**src/rtl/mips_ctrl_pkg.sv**
```systemverilog
// Shared encodings for the MIPS multicycle controller: FSM states, opcodes,
// ALU and mux select codes.
package mips_ctrl_pkg;

  typedef enum logic [3:0] {
    S_FETCH   = 4'd0,
    S_DECODE  = 4'd1,
    S_MEM_ADR = 4'd2,
    S_MEM_RD  = 4'd3,
    S_MEM_WB  = 4'd4,
    S_MEM_WR  = 4'd5,
    S_EXECUTE = 4'd6,
    S_ALU_WB  = 4'd7,
    S_BRANCH  = 4'd8,
    S_JUMP    = 4'd9,
    S_ADDI_EX = 4'd10,
    S_ADDI_WB = 4'd11
  } state_t;

  localparam logic [5:0] OP_RTYPE = 6'b000000;
  localparam logic [5:0] OP_LW    = 6'b100011;
  localparam logic [5:0] OP_SW    = 6'b101011;
  localparam logic [5:0] OP_BEQ   = 6'b000100;
  localparam logic [5:0] OP_J     = 6'b000010;
  localparam logic [5:0] OP_ADDI  = 6'b001000;

  localparam logic [1:0] ALU_OP_ADD  = 2'b00;
  localparam logic [1:0] ALU_OP_SUB  = 2'b01;
  localparam logic [1:0] ALU_OP_FUNC = 2'b10;

  localparam logic [1:0] SRCB_B       = 2'b00;
  localparam logic [1:0] SRCB_FOUR    = 2'b01;
  localparam logic [1:0] SRCB_IMM     = 2'b10;
  localparam logic [1:0] SRCB_IMM_SL2 = 2'b11;

  localparam logic [1:0] PCSRC_ALU    = 2'b00;
  localparam logic [1:0] PCSRC_ALUOUT = 2'b01;
  localparam logic [1:0] PCSRC_JUMP   = 2'b10;

  function automatic logic op_is_legal(input logic [5:0] op);
    return op inside {OP_RTYPE, OP_LW, OP_SW, OP_BEQ, OP_J, OP_ADDI};
  endfunction

endpackage

```
**src/rtl/mips_ctrl_decode.sv**
```systemverilog
// Combinational state-to-control decode; all controls forced low while
// the controller is held in reset.
module mips_ctrl_decode
  import mips_ctrl_pkg::*;
(
  input  state_t     state,
  input  logic       active,
  input  logic [5:0] opcode,
  input  logic       zero,
  input  logic       mem_ready,
  output logic       pc_write,
  output logic       pc_write_cond,
  output logic       pc_en,
  output logic       i_or_d,
  output logic       mem_read,
  output logic       mem_write,
  output logic       ir_write,
  output logic       mem_to_reg,
  output logic       reg_write,
  output logic       reg_dst,
  output logic       alu_src_a,
  output logic [1:0] alu_src_b,
  output logic [1:0] pc_source,
  output logic [1:0] alu_op,
  output logic       retire,
  output logic       illegal_op
);

  always_comb begin
    pc_write      = 1'b0;
    pc_write_cond = 1'b0;
    i_or_d        = 1'b0;
    mem_read      = 1'b0;
    mem_write     = 1'b0;
    ir_write      = 1'b0;
    mem_to_reg    = 1'b0;
    reg_write     = 1'b0;
    reg_dst       = 1'b0;
    alu_src_a     = 1'b0;
    alu_src_b     = SRCB_B;
    pc_source     = PCSRC_ALU;
    alu_op        = ALU_OP_ADD;
    retire        = 1'b0;
    illegal_op    = 1'b0;
    if (active) begin
      unique case (state)
        S_FETCH: begin
          mem_read  = 1'b1;
          alu_src_b = SRCB_FOUR;
          ir_write  = mem_ready;
          pc_write  = mem_ready;
        end
        S_DECODE: begin
          alu_src_b  = SRCB_IMM_SL2;
          illegal_op = !op_is_legal(opcode);
        end
        S_MEM_ADR, S_ADDI_EX: begin
          alu_src_a = 1'b1;
          alu_src_b = SRCB_IMM;
        end
        S_MEM_RD: begin
          mem_read = 1'b1;
          i_or_d   = 1'b1;
        end
        S_MEM_WB: begin
          reg_write  = 1'b1;
          mem_to_reg = 1'b1;
          retire     = 1'b1;
        end
        S_MEM_WR: begin
          mem_write = 1'b1;
          i_or_d    = 1'b1;
          retire    = mem_ready;
        end
        S_EXECUTE: begin
          alu_src_a = 1'b1;
          alu_op    = ALU_OP_FUNC;
        end
        S_ALU_WB: begin
          reg_write = 1'b1;
          reg_dst   = 1'b1;
          retire    = 1'b1;
        end
        S_BRANCH: begin
          alu_src_a     = 1'b1;
          alu_op        = ALU_OP_SUB;
          pc_write_cond = 1'b1;
          pc_source     = PCSRC_ALUOUT;
          retire        = 1'b1;
        end
        S_JUMP: begin
          pc_write  = 1'b1;
          pc_source = PCSRC_JUMP;
          retire    = 1'b1;
        end
        S_ADDI_WB: begin
          reg_write = 1'b1;
          retire    = 1'b1;
        end
        default: ;
      endcase
    end
    pc_en = pc_write | (pc_write_cond & zero);
  end

endmodule

```
**src/rtl/mips_multicycle_ctrl.sv**
```systemverilog
// Multicycle MIPS control FSM: state register and next-state logic; the
// control outputs come from mips_ctrl_decode.
module mips_multicycle_ctrl
  import mips_ctrl_pkg::*;
(
  input  logic       clk,
  input  logic       rst_n,
  input  logic [5:0] opcode,
  input  logic       zero,
  input  logic       mem_ready,
  output logic       pc_write,
  output logic       pc_write_cond,
  output logic       pc_en,
  output logic       i_or_d,
  output logic       mem_read,
  output logic       mem_write,
  output logic       ir_write,
  output logic       mem_to_reg,
  output logic       reg_write,
  output logic       reg_dst,
  output logic       alu_src_a,
  output logic [1:0] alu_src_b,
  output logic [1:0] pc_source,
  output logic [1:0] alu_op,
  output logic       retire,
  output logic       illegal_op,
  output logic [3:0] state
);

  state_t state_q, state_d;
  // lw/sw choice is captured in DECODE so opcode is never looked at later.
  logic   is_sw_q, is_sw_d;

  always_comb begin
    state_d = state_q;
    is_sw_d = is_sw_q;
    unique case (state_q)
      S_FETCH:   if (mem_ready) state_d = S_DECODE;
      S_DECODE: begin
        is_sw_d = (opcode == OP_SW);
        case (opcode)
          OP_LW, OP_SW: state_d = S_MEM_ADR;
          OP_RTYPE:     state_d = S_EXECUTE;
          OP_BEQ:       state_d = S_BRANCH;
          OP_J:         state_d = S_JUMP;
          OP_ADDI:      state_d = S_ADDI_EX;
          default:      state_d = S_FETCH;
        endcase
      end
      S_MEM_ADR: state_d = is_sw_q ? S_MEM_WR : S_MEM_RD;
      S_MEM_RD:  if (mem_ready) state_d = S_MEM_WB;
      S_MEM_WR:  if (mem_ready) state_d = S_FETCH;
      S_EXECUTE: state_d = S_ALU_WB;
      S_ADDI_EX: state_d = S_ADDI_WB;
      S_MEM_WB, S_ALU_WB, S_BRANCH, S_JUMP, S_ADDI_WB: state_d = S_FETCH;
      default:   state_d = S_FETCH;
    endcase
  end

  always_ff @(posedge clk or negedge rst_n) begin
    if (!rst_n) begin
      state_q <= S_FETCH;
      is_sw_q <= 1'b0;
    end else begin
      state_q <= state_d;
      is_sw_q <= is_sw_d;
    end
  end

  assign state = state_q;

  mips_ctrl_decode u_decode (
    .state         (state_q),
    .active        (rst_n),
    .opcode        (opcode),
    .zero          (zero),
    .mem_ready     (mem_ready),
    .pc_write      (pc_write),
    .pc_write_cond (pc_write_cond),
    .pc_en         (pc_en),
    .i_or_d        (i_or_d),
    .mem_read      (mem_read),
    .mem_write     (mem_write),
    .ir_write      (ir_write),
    .mem_to_reg    (mem_to_reg),
    .reg_write     (reg_write),
    .reg_dst       (reg_dst),
    .alu_src_a     (alu_src_a),
    .alu_src_b     (alu_src_b),
    .pc_source     (pc_source),
    .alu_op        (alu_op),
    .retire        (retire),
    .illegal_op    (illegal_op)
  );

endmodule

```
**config.mk**
```make
export PLATFORM = sky130hd
export DESIGN_NAME = mips_multicycle_ctrl
export DESIGN_NICKNAME = d
export VERILOG_FILES = /design/src/rtl/mips_ctrl_pkg.sv /design/src/rtl/mips_ctrl_decode.sv /design/src/rtl/mips_multicycle_ctrl.sv
export SDC_FILE = /design/constraint.sdc
export NUM_CORES = 1
export LEC_CHECK = 0
export BUFFER_PORTS_ARGS = -buffer_cell sky130_fd_sc_hd__buf_2
export CAP_MARGIN = 20
export CORE_MARGIN = 2
export CORE_UTILIZATION = 50
export DETAILED_ROUTE_END_ITERATION = 16
export PLACE_DENSITY = 0.84
export SYNTH_ARGS = -nofsm -noshare
export SYNTH_HDL_FRONTEND = slang
export SYNTH_HIERARCHICAL = 1
export SYNTH_SLANG_ARGS = --single-unit
```
**constraint.sdc**
```tcl
create_clock -name clk -period 3.5 [get_ports clk]
set_clock_uncertainty 0.1 [all_clocks]
set_input_delay 0.175 -clock clk [delete_from_list [all_inputs] [get_ports clk]]
set_output_delay 0.175 -clock clk [all_outputs]
set_load 0.05 [all_outputs]
```
# Yosys cells after proc, flatten, opt, wreduce, memory -nomap -nowiden
# Cells that the tools add are included.
word_totals:
  reg_bits: 5
  latchBits: 0
  ram_bits: 0
  rom_bits: 0
  in_bits: 10
  out_inout_bits: 23
  word_cells: 71
  memories: 0
classes:
  n_addsub: 0
  multipliers: 0
  div_mod_pow: 0
  magnitude_cmp: 0
  n_eq_ne: 19
  n_shift: 0
  muxes: 36
  bitwise_logic: 2
  reduce_logical: 12
op_table:
  columns: ["op", "n"]
  rows:
  - ["one-hot mux 4 bit (7 select lines)", 1]
  - ["2-to-1 mux 1 bit", 22]
  - ["one-hot mux 4 bit (5 select lines)", 1]
  - ["equality test 4 x 3 -> 1 bit (second input constant)", 4]
  - ["equality test 4 bit (second input constant)", 4]
  - ["equality test 6 bit (second input constant)", 2]
  - ["2-to-1 mux 4 bit", 3]
  - ["equality test 4 x 2 -> 1 bit (second input constant)", 2]
  - ["one-hot mux 2 bit (2 select lines)", 2]
  - ["OR reduction 2 bit", 4]
  - ["equality test 6 x 2 -> 1 bit (second input constant)", 1]
  - ["equality test 6 x 3 -> 1 bit (second input constant)", 1]
  - ["equality test 6 x 4 -> 1 bit (second input constant)", 1]
  - ["logical NOT 6 bit", 1]
  - ["2-to-1 mux 2 bit", 3]
  - ["!= test 2 bit (second input constant)", 3]
  - ["one-hot mux 2 bit (3 select lines)", 1]
  - ["nonzero test 6 bit", 1]
  - ["OR reduction 5 bit", 1]
  - ["equality test 4 x 1 -> 1 bit (second input constant)", 1]
  - ["logical NOT 4 bit", 1]
  - ["one-hot mux 1 bit (2 select lines)", 2]
  - ["OR reduction 4 bit", 1]
  - ["2-to-1 mux 3 bit", 1]
  - ["other kinds (5)", 5]

# Depth between registers and ports, before layout
logic_depth:
  word_depth: 5
  depth_mapped: 5
  ltp_nobuf: 4

# Hierarchy
# The synthesis kept the hierarchy.
by_module_without_submodules:
  columns: ["module", "n_inst", "cells_per_inst", "area_per_inst_um2", "seq_area_each_um2"]
  rows:
  - ["mips_multicycle_ctrl", 1, 53, 429.2, 125.1]
  - ["mips_ctrl_decode", 1, 50, 311.5, 0.0]

# Worst setup path after synthesis
# No wires, ideal clock.
synth_timing:
  kind: "flip-flop to output port"
  from: "register state_q[2], in the netlist state[2]"
  to: "output pc_source[0]"
  t_arrival_ns: 2.518
  t_required_ns: 3.225
  path_slack_ns: 0.707
  stages_incl_launch_ff: 5
  cell_sequence: "dfrtp_1 buf_2 nand2b_4 nor3_1 buf_4"
synth_between:
  elab_chain_cells: 3
  elab_cells_between_ends: 4
  cone_classes: "eq/ne: 2; mux: 2"
synth_rtl:
  columns: ["item", "line", "source"]
  rows:
  - ["start, declared", "mips_multicycle_ctrl.sv:30", "state_t state_q, state_d;"]
  - ["start signal, assigned", "mips_multicycle_ctrl.sv:65", "state_q <= state_d;"]
  - ["equality test 4 bit", "mips_ctrl_decode.sv:46", "unique case (state)"]
  - ["one-hot mux 2 bit (2 select lines) *", "mips_ctrl_decode.sv:46", null]
  - ["2-to-1 mux 2 bit *", "mips_ctrl_decode.sv:45", "if (active) begin"]
  - ["end, declared", "mips_multicycle_ctrl.sv:23", "output logic [1:0] pc_source,"]
# Every way passes the cells marked *; elsewhere a longest branch is shown, timed or not.

# Final worst setup path
layout_timing:
  from: "register state_q[0], in the netlist state[0]"
  to: "register state_q[2], in the netlist state[2]"
layout_between:
  elab_chain_cells: 3
  elab_cells_between_ends: 12
  cone_classes: "eq/ne: 9; mux: 1; reduce/logical: 2"
layout_rtl:
  columns: ["item", "line", "source"]
  rows:
  - ["equality test 4 x 3 -> 1 bit (tied with other cells)", "mips_multicycle_ctrl.sv:37", "unique case (state_q)"]
  - ["!= test 2 bit (no line)", null, null]
  - ["AND reduction 3 bit (no line)", null, null]
# Parallel ways exist; a longest one is shown, timed or not.
# A chain may end at the register's enable or synchronous reset.

==> results.sh <==
export IMPL_status="finished clean"
export IMPL_core_area_um2=1350
export IMPL_cts_reportedPaths_clkPinSlew_ns=0.05
export IMPL_synth_edf_count=0
export IMPL_post_cts_resized=0
export IMPL_required_ns=3.58
export IMPL_setup_viol=0
export IMPL_cts_tree="yes"
export IMPL_syn_inst=103
export IMPL_criticalPathCategory="flop to flop"
export IMPL_firstDrtPassIters=4
export IMPL_async_flop_share_pct=100
export IMPL_cts_htree_levels=1
export IMPL_rsz0062_at_grt="false"
export IMPL_final_nets=144
export IMPL_layout_common_cells="buf_2 (32), nor2_1 (10), nor3_1 (10), o21ai_0 (9), a21oi_1 (9)"
export IMPL_rows=13
export IMPL_rrSetupSlack_ns=1.22
export IMPL_hold_viol=0
export IMPL_hold_class="primary input to flop"
export IMPL_cts_path_max_buffers=2
export IMPL_cp_data_arrival_time_ns=2.36
export IMPL_via_per_inst=5.96
export IMPL_synth_yosys_seq_area_share_pct=16.9
export IMPL_p_int_w=0.000223
export IMPL_die_height_um=42.5
export IMPL_fin_crit_sh_pct=65.3
export IMPL_routed_wl_um=1970
export IMPL_ant_nets=0
export IMPL_ys_types=42
export IMPL_finalCriticalPeriod_ns=2.28
export IMPL_routabilityCongestion=0.807
export IMPL_multiInputGateArea_um2=553
export IMPL_syn_avg_cell_area_um2=7.19
export IMPL_grt_pass1_vias=745
export IMPL_overflow=0
export IMPL_final_common_cell="buf_2"
export IMPL_powerDensity_nw_per_um2=586
export IMPL_synth_nets=113
export IMPL_grt_first_pass_wirelength_um=3240
export IMPL_clock_latency_ns=0.24
export IMPL_start_kind="flop"
export IMPL_slew_headroom_pct=54.0
export IMPL_cp_max_fo=25
export IMPL_p_leak_nw=0.429
export IMPL_seqPwrFrac_pct=23.2
export IMPL_drt_iter0_drc=17
export IMPL_diodes=0
export IMPL_p_sw_w=0.000310
export IMPL_synth_top_area_share_pct=16.9
export IMPL_floorplan_initialDensity_pct=54.9
export IMPL_p_comb_share_pct=64.3
export IMPL_synth_ff_type="dfrtp_1"
export IMPL_swShare_pct=58.2
export IMPL_synth_warnings=6
export IMPL_fill_cells=121
export IMPL_dr_total_vias=882
export IMPL_cts_root_buffer="clkbuf_4"
export IMPL_wire_per_inst_um=13.3
export IMPL_cts_made_buffers=3
export IMPL_grt_max_degree=26
export IMPL_max_freq_mhz=438
export IMPL_max_cap_violations=0
export IMPL_syn_area_um2=741
export IMPL_synth_seq_cells=5
export IMPL_io_pins=33
export IMPL_instances_no_fill=148
export IMPL_yosys_area_top_type="dfrtp_1"
export IMPL_drive_gt1_share_pct=34.6
export IMPL_cts_sinks=5
export IMPL_drc=0
export IMPL_regArea_um2=125
export IMPL_fp_dieW_um=42.5
export IMPL_worst_pin_slew_ns=0.689
export IMPL_antenna_found_initial=0
export IMPL_placedCellCount=143
export IMPL_area_delta_synth_final_pct=22.6
export IMPL_p_clk_share_pct=12.5
export IMPL_hpwl_um=1440
export IMPL_tns_ns=0
export IMPL_drv_slew=0
export IMPL_io_buffers=32
export IMPL_track_usage_pct=22.3
export IMPL_irDropWorstVdd_v=0.000348
export IMPL_holdBufCountCts=1
export IMPL_worstSetupEndpointType="flop"
export IMPL_cts_setup_buffers=0
export IMPL_synth_area_leaders="dfrtp_1 (17%), nor3_1 (6.8%), a21oi_1 (6.1%), o21ai_0 (6.1%), nor2_1 (5.1%)"
export IMPL_die_area_um2=1810
export IMPL_fin_hold_ws_ns=0.155
cell families after synthesis:
group | Yosys count | share of synthesized area, %
simple gates | 53 | 43.6
flops | 5 | 16.9
fa+ha+maj | 1 | 1.52
buf+inv | 11 | 8.44
compound gates | 29 | 24.8
xor+xnor | 4 | 4.73
stage by stage:
step | setup WS [ns] | area (um2) | utilization (%) | total power (W)
after floorplan | 0.707 | 741 | - | 0.000398
after global placement | 1.31 | 872 | 64.6 | 0.000456
after detailed placement | 1.25 | 872 | 64.6 | 0.000463
after CTS | 1.21 | 908 | 67.3 | 0.000532
after global routing | 1.09 | 908 | 67.3 | 0.000568
final | 1.22 | 908 | 67.3 | 0.000533
synth_stat cells (all sizes together), types with 3 or more instances:
master	number
dfrtp	5
nor3b	4
buf	6
o21ai	10
nor3	10
nand3	3
inv	4
xor2	3
a21oi	9
nand2b	3
nand2	8
nor2	10
state kept, by name (all words and copies together) (netlist names):
register / count
is_sw_q: 1
state: 4
cell type report:
cell class	instances	share of cell area [%]
clock buffer	4	2.89
inverter	4	1.65
multi-input combinational	87	60.9
sequential	5	13.8
tap	15	2.07
timing repair buffer	33	18.7
power by group through the flow:
stage	Combinational, W	Clock, W	Sequential (W)
2_1_floorplan	0.000270	0	0.000128
5_1_grt	0.000368	0.0000713	0.000129
3_3_place_gp	0.000334	0	0.000122
4_1_cts	0.000342	0.0000672	0.000123
3_5_place_dp	0.000339	0	0.000124
6_report	0.000342	0.0000667	0.000124
path summary, 6_finish.rpt:
kind	start	endpoint	cells past startpoint
max reg2reg	state[0]	state[2]	4
min reg2reg	is_sw_q	is_sw_q	2
min	opcode[0]	is_sw_q	3
max	state[0]	state[2]	4
min in group asynchronous	rst_n	state[2]	2
max in group asynchronous	rst_n	is_sw_q	2
worst max-delay path, stage by stage, from the launching register on:
cell     delay [ns]
dfrtp_1        0.77
or4b_4         0.57
or4_4          0.45
nor4_2         0.17
o21a_1         0.15
metal layers:
| layer | vias to the layer above | track usage, % | routed length (um) |
|---|---|---|---|
| met3 | 0 | 1.29 | 97 |
| met5 | - | 0 | 0 |
| li1 | 440 | - | - |
| met1 | 407 | 29.0 | 835 |
| met2 | 35 | 40.6 | 1040 |
| met4 | 0 | 3.75 | 0 |
(Power assumes the default switching activity.)
